### src/rtl/uart_rx.sv
// rtl/uart_rx.sv - UART receiver, LSB-first, optional even parity (UART_RX_PARITY_EN)
module uart_rx #(
  parameter int CLK_FPGA        = 50000000,
  parameter int BAUDIOS         = 9600,
  parameter int DATA_WIDTH_UART = 8
) (
  input  logic                       clk,
  input  logic                       rst_n,
  input  logic                       rx,
  output logic [DATA_WIDTH_UART-1:0] data_rx,
  output logic                       rx_done,
  output logic                       busy,
  output logic                       frame_err,
  output logic                       parity_err
);

  localparam int BIT_CNT  = CLK_FPGA / BAUDIOS;
  localparam int HALF_CNT = BIT_CNT / 2;
  localparam int CW       = $clog2(BIT_CNT + 1);
  localparam int IW       = $clog2(DATA_WIDTH_UART + 1);
  localparam logic [CW-1:0] BIT_LAST  = CW'(BIT_CNT - 1);
  localparam logic [CW-1:0] HALF_LAST = CW'(HALF_CNT - 1);
  localparam logic [IW-1:0] IDX_LAST  = IW'(DATA_WIDTH_UART - 1);

  typedef enum logic [2:0] {S_IDLE, S_START, S_DATA, S_PARITY, S_STOP} state_t;

  state_t                     state_q, state_d;
  // [0],[1] are the synchronizer, [2] is the previous synchronized value for edge detect
  logic [2:0]                 rx_pipe_q, rx_pipe_d;
  logic [CW-1:0]              cnt_q, cnt_d;
  logic [IW-1:0]              bit_idx_q, bit_idx_d;
  logic [DATA_WIDTH_UART-1:0] shift_q, shift_d;
  logic [DATA_WIDTH_UART-1:0] data_rx_q, data_rx_d;
  logic                       rx_done_q, rx_done_d;
  logic                       frame_err_q, frame_err_d;
  logic                       rx_s, fall, tick, last_bit;
`ifdef UART_RX_PARITY_EN
  logic                       par_bad_q, par_bad_d;
  logic                       parity_err_q, parity_err_d;
`endif

  assign rx_s     = rx_pipe_q[1];
  assign fall     = rx_pipe_q[2] & ~rx_pipe_q[1];
  assign last_bit = (bit_idx_q == IDX_LAST);

  // State and datapath registers; the synchronizer resets to the idle-high line level
  always_ff @(posedge clk or negedge rst_n) begin
    if (!rst_n) begin
      state_q      <= S_IDLE;
      rx_pipe_q    <= '1;
      cnt_q        <= '0;
      bit_idx_q    <= '0;
      shift_q      <= '0;
      data_rx_q    <= '0;
      rx_done_q    <= 1'b0;
      frame_err_q  <= 1'b0;
`ifdef UART_RX_PARITY_EN
      par_bad_q    <= 1'b0;
      parity_err_q <= 1'b0;
`endif
    end else begin
      state_q      <= state_d;
      rx_pipe_q    <= rx_pipe_d;
      cnt_q        <= cnt_d;
      bit_idx_q    <= bit_idx_d;
      shift_q      <= shift_d;
      data_rx_q    <= data_rx_d;
      rx_done_q    <= rx_done_d;
      frame_err_q  <= frame_err_d;
`ifdef UART_RX_PARITY_EN
      par_bad_q    <= par_bad_d;
      parity_err_q <= parity_err_d;
`endif
    end
  end

  // Sample point: half a bit into the start bit, then one full bit period per later bit
  always_comb begin
    tick = 1'b0;
    case (state_q)
      S_START:                  tick = (cnt_q == HALF_LAST);
      S_DATA, S_PARITY, S_STOP: tick = (cnt_q == BIT_LAST);
      default:                  tick = 1'b0;
    endcase
  end

  // Next-state logic; a start bit that reads high at its midpoint is treated as a glitch
  always_comb begin
    state_d = state_q;
    case (state_q)
      S_IDLE:   if (fall) state_d = S_START;
      S_START:  if (tick) state_d = rx_s ? S_IDLE : S_DATA;
      S_DATA: begin
        if (tick && last_bit) begin
`ifdef UART_RX_PARITY_EN
          state_d = S_PARITY;
`else
          state_d = S_STOP;
`endif
        end
      end
      S_PARITY: if (tick) state_d = S_STOP;
      S_STOP:   if (tick) state_d = S_IDLE;
      default:  state_d = S_IDLE;
    endcase
  end

  // Bit timer, bit index, LSB-first shift register and parity tracking
  always_comb begin
    rx_pipe_d = {rx_pipe_q[1:0], rx};
    cnt_d     = (state_q == S_IDLE || tick) ? '0 : cnt_q + CW'(1);
    bit_idx_d = bit_idx_q;
    shift_d   = shift_q;
    if (state_q == S_START) bit_idx_d = '0;
    if (state_q == S_DATA && tick) begin
      shift_d   = {rx_s, shift_q[DATA_WIDTH_UART-1:1]};
      bit_idx_d = bit_idx_q + IW'(1);
    end
`ifdef UART_RX_PARITY_EN
    par_bad_d = par_bad_q;
    if (state_q == S_START) par_bad_d = 1'b0;
    if (state_q == S_PARITY && tick) par_bad_d = (^shift_q) ^ rx_s;
`endif
  end

  // Result pulses, registered so they appear the cycle after the stop sample
  always_comb begin
    rx_done_d    = 1'b0;
    frame_err_d  = 1'b0;
    data_rx_d    = data_rx_q;
`ifdef UART_RX_PARITY_EN
    parity_err_d = 1'b0;
`endif
    if (state_q == S_STOP && tick) begin
      if (rx_s) begin
        rx_done_d = 1'b1;
        data_rx_d = shift_q;
      end else begin
        frame_err_d = 1'b1;
      end
`ifdef UART_RX_PARITY_EN
      parity_err_d = par_bad_q;
`endif
    end
  end

  assign data_rx   = data_rx_q;
  assign rx_done   = rx_done_q;
  assign frame_err = frame_err_q;
  assign busy      = (state_q != S_IDLE);
`ifdef UART_RX_PARITY_EN
  assign parity_err = parity_err_q;
`else
  assign parity_err = 1'b0;
`endif

endmodule
### config.mk
export PLATFORM = sky130hd
export DESIGN_NAME = uart_rx
export DESIGN_NICKNAME = d
export VERILOG_FILES = /design/src/rtl/uart_rx.sv
export SDC_FILE = /design/constraint.sdc
export NUM_CORES = 1
export LEC_CHECK = 0
export BUFFER_PORTS_ARGS = -buffer_cell sky130_fd_sc_hd__buf_2
export CORE_UTILIZATION = 53
export CTS_CLUSTER_DIAMETER = 80
export DETAILED_ROUTE_END_ITERATION = 12
export PLACE_DENSITY = 0.75
export SLEW_MARGIN = 0
export SYNTH_ARGS = -nofsm -noshare
export SYNTH_HDL_FRONTEND = slang
export SYNTH_SLANG_ARGS = --single-unit
### constraint.sdc
create_clock -name clk -period 1.9 [get_ports clk]
set_clock_uncertainty 0.15 [all_clocks]
set_input_delay 0.095 -clock clk [delete_from_list [all_inputs] [get_ports clk]]
set_output_delay 0.095 -clock clk [all_outputs]
set_load 0.02 [all_outputs]
## Word-level counts from Yosys, hierarchy flattened

Cells that the tools add are included.

- Register bits after elaboration: 41
- Output and inout bits: 12
- Logic and storage cells: 49

- $add $sub $neg: 2
- Equality and inequality tests: 12
- Muxes and demuxes: 15
- Bitwise operators: 2
- Reduce and logical (&&, ||, !) cells: 10

Operators with widths:

| kind | number |
|---|---|
| $mux W3 | 5 |
| $pmux W3 S5 | 1 |
| $add A13 B1 Y13 const B | 1 |
| $eq A13 B12 Y1 const B | 1 |
| $eq A13 B13 Y1 const B | 1 |
| $mux W13 | 1 |
| $ne A2 B2 Y1 const B | 5 |
| $mux W4 | 2 |
| $eq A3 B2 Y1 const B | 2 |
| $reduce_and A5 Y1 | 1 |
| $add A4 B1 Y4 const B | 1 |
| $eq A4 B3 Y1 const B | 1 |
| $mux W1 | 4 |
| $eq A3 B1 Y1 const B | 1 |
| $eq A3 B3 Y1 const B | 1 |
| $logic_and A1 B1 Y1 | 3 |
| $logic_not A3 Y1 | 1 |
| $reduce_bool A3 Y1 | 1 |
| $reduce_or A3 Y1 | 1 |
| $mux W2 | 1 |
| $pmux W1 S2 | 1 |
| $reduce_and A2 Y1 | 1 |
| $reduce_bool A2 Y1 | 1 |
| $and A1 B1 Y1 | 1 |
| 2 further kinds | 2 |

## Depth between registers and ports, before layout

- Depth in word-level cells: 6
- Gate-level depth with buffers: 8
- Mapped depth without buffers: 6

## Worst setup path before layout

Ideal clock, no wire load.

- Path kind: register to register
- Start: reg cnt_q[0]
- End: reg data_rx_q[0] (netlist: data_rx[0])
- Arrival time: 1.680 ns
- Required time: 1.625 ns
- Setup slack: -0.055 ns
- Stages on the path, launching flop included: 7
- Cells stage by stage: dfrtp_1 ha_1 nor3b_2 nand4_1 o22ai_4 nand3_4 mux2_2

- Cells in the longest elaborated chain, start to end: 4
- Elaborated cells on any way between the ends: 5
- Those cells by class: eq/ne: 2; mux: 1; reduce/logical: 2

Ends and longest elaborated chain:

| element | line | RTL |
|---|---|---|
| start: declaration | 30 | `logic [CW-1:0] cnt_q, cnt_d;` |
| start signal: assignment | 64 | `cnt_q <= cnt_d;` |
| $eq A13 B13 Y1 or $eq A13 B12 Y1 (tied branches) | 82, 81 |  |
| $pmux W1 S2 (*) | 80 | `case (state_q)` |
| $logic_and A1 B1 Y1 (*) | 134 | `if (state_q == S_STOP && tick) begin` |
| $reduce_and A2 Y1 (no line) (*) | -- |  |
| end signal: assignment | 67 | `data_rx_q <= data_rx_d;` |
| end: declaration | 33 | `logic [DATA_WIDTH_UART-1:0] data_rx_q, data_rx_d;` |

Mark *: on every way between the ends. The rest lies on a longest branch, timed or not.
A chain may end at the register's enable or synchronous reset.

## Final worst setup path

- Start: reg cnt_q[0]
- End: reg data_rx_q[5] (netlist: data_rx[5])

The elaborated chain is that of the path after synthesis.

==> flow_summary.ini <==
[cells_and_area]
fin_cells = 257
area_delta_synth_final_pct = 22.82
drive_gt1_share_pct = 40.76
finalNetCount = 215
diodes = 0

[setup_path]
cp-start-kind = flop
path_max_fanout = 9
cp.required_ns = 1.98
cp-end-kind = flop
critPathKind = reg2reg
critPathArrivalTime_ns = 2.06

[floorplanning]
die_area_sq_mm = 0.003908
core-area_sq_mm = 0.003416
fp.dieW_um = 62.51
rows = 21
start_util_pct = 56.81
die_h_um = 62.51
ios = 15

[drt]
postRouteAntennaNets = 0
vias = 1416
drt_first_iter_violations = 100
firstDrtPassIters = 4
via_per_inst = 5.510
post-route-drc-count = 0
routedWlPerCell_um = 14.63
wirelength_um = 3760

[logic_synthesis]
ys_seq_area_share_pct = 53.06
syn_avg_cell_area_sq_um = 11.76
synth_warnings = 0
yosysTopAreaCell = dfrtp_1
ys_seq_elements = 41
netlist-cell-type-count = 41
synthesis.nets = 170
synth_top_area_share_pct = 49.00
synth_cells = 165
syn-cell-area_sq_mm = 0.001941
synth_area_leaders = dfrtp_1, mux2_2, dfstp_2

[place]
place_hpwl_um = 2632
place_congestion = 0.7909
port_buffers = 13
dp_cells = 238

[timing]
drv_slew = 0
rsz0062_at_grt = yes
setup_slack_ns = -0.07976
final_hold_viol_count = 0
post-route-period-util_pct = 104.2
setup_viol_count_final = 9
final.setup.tns_ns = -0.5553
min_period_ns = 1.980
max_freq_ghz = 0.5051

[cts]
htreeDepth = 2
clockBufferDepth = 2
clk_latency_ns = 0.34
numCtsBuffers = 5
root_buffer = clkbuf_4
cts_tree = yes
clk_pin_slew_ns = 0.12
cts_num_sinks = 41

[global_routing]
antenna_found_initial = 0
grt_pass1_wl_um = 6534
grt_overflow_total = 0
grt_max_degree = 42
grt_pass1_vias = 1411
grtUsageTotal_pct = 21.63

[power_and_ir_drop]
p_leak_uw = 0.001170
ir_drop_mv = 0.6070
power.density_mw_per_mm2 = 777.5

[hold_path]
min-delay-path-class = in2async

[outcome]
violations = negative setup slack
status = complete, but fails checks

[flow_run]
maxCapViolations = 0
==> cells by family (layout without fill, tap and decap cells) <==
| logic type | count (synthesis) | count (layout) | synth area share, % |
|---|---|---|---|
| DFF | 41 | 41 | 53.06 |
| muxes | 16 | 16 | 9.220 |
| AOI/OAI and AO/OA | 20 | 20 | 8.511 |
| buffers and inverters | 11 | 57 | 2.837 |
| xor gates and xnor gates | 11 | 11 | 4.964 |
| adders and majority gates | 2 | 2 | 1.289 |
| and+or+nand+nor | 63 | 63 | 19.92 |
| other | 1 | 1 | 0.1932 |
==> placed cells by master (no fill, tap or decap), types with 4 or more instances in the layout <==
cell and count:
xor2_1 7, buf_2 12, and4bb_2 4, mux2_2 15
inv_1 4, xnor2_1 4, nand3_1 9, a32o_1 5
o21ai_0 6, nor2_1 14, dfrtp_1 37, buf_4 29
clkbuf_4 5, nand2_1 10, and3_1 8
==> where the power goes <==
group          leakage, uW  internal (uW)  switching [uW]  total [uW]
clock network    0.0000382            181             283         463
logic             0.000589            207             154         361
registers         0.000543            951            77.7        1030
total              0.00117           1340             514        1850
==> synth_stat cells (all sizes together) <==
library cell and n:
dfrtp 38, mux2 15, nor2 15, nand2 11
nand3 11, and3 8, o21ai 7, xor2 7
a32o 5, buf 5, and4bb 4, inv 4
xnor2 4, dfstp 3, nor3b 3, a31oi 2
and4 2, clkbuf 2, ha 2, nand2b 2
o22ai 2, a21oi 1, a2bb2oi 1, a311oi 1
a32oi 1, and2b 1, conb 1, mux2i 1
nand4 1, nor2b 1, nor3 1, or2b 1
or3 1, or3b 1
==> cell type report <==
type                       count  area (sq um)
fill                         246          1032
sequential                    41          1031
multi-input combinational    113         885.9
timing repair buffer          45         329.1
tap                           46         57.56
clock buffer                   6         51.30
inverter                       4         15.01
clock inverter                 2         13.76
==> routing by layer <==
metal | up-vias | global-route usage [%] | routed length (um)
met2 | 25 | 35.19 | 1926
li1 | 679 | - | -
met1 | 710 | 28.40 | 1675
met3 | 2 | 5.474 | 136
met4 | 0 | 6.686 | 21
met5 | - | 0 | 0
==> critical path: stages (launching register included) <==
cell and delay (ns):
dfrtp_1 0.39, ha_2 0.18, nor3b_4 0.20, buf_4 0.15, o21ai_2 0.06, o22ai_4 0.23, nand3_4 0.19, mux2_2 0.32
==> state kept, by name, indices dropped and copies added (netlist names) <==
name	flops
cnt_q	13
data_rx	8
shift_q	8
bit_idx_q	4
rx_pipe_q	3
state_q	3
frame_err	1
rx_done	1
==> path summary, 6_finish.rpt <==
check                                       start                endpoint  slack, ns  depth (start not counted)
hold reg to reg            rx_pipe_q[0]$_DFF_PN1_  rx_pipe_q[1]$_DFF_PN1_       0.22                          0
max in group asynchronous                   rst_n  rx_pipe_q[1]$_DFF_PN1_       1.05                          3
min in group clk           rx_pipe_q[0]$_DFF_PN1_  rx_pipe_q[1]$_DFF_PN1_       0.22                          0
setup / recovery               cnt_q[0]$_DFF_PN0_  data_rx[5]$_DFFE_PN0P_      -0.08                          7
hold / removal                              rst_n      cnt_q[7]$_DFF_PN0_       0.18                          3
setup reg to reg               cnt_q[0]$_DFF_PN0_  data_rx[5]$_DFFE_PN0P_      -0.08                          7
==> what timing repair did <==
action	4_1_cts	5_1_grt
endpoints found under the hold margin	42	0
endpoints found under the setup margin	17	37
gates resized for setup	5	4
hold buffers	2	0
buffers inserted	2	7
pin swaps	1	3
==> metrics by stage <==
| stage | instance area [sq um] | setup slack [ns] | power, uW | hold WS [ns] | utilization, % |
|---|---|---|---|---|---|
| after floorplan | 1953 | -0.002259 | 1225 | -0.3506 | - |
| after global placement | 2202 | -0.05688 | 1342 | 0.02882 | 64.47 |
| after detailed placement | 2202 | -0.1170 | 1354 | 0.03736 | 64.47 |
| after CTS | 2321 | -0.07169 | 1836 | 0.1800 | 67.95 |
| after global routing | 2384 | -0.1755 | 1967 | 0.2078 | 69.78 |
| final | 2384 | -0.07976 | 1853 | 0.1763 | 69.78 |
(Power assumes the default switching activity.)
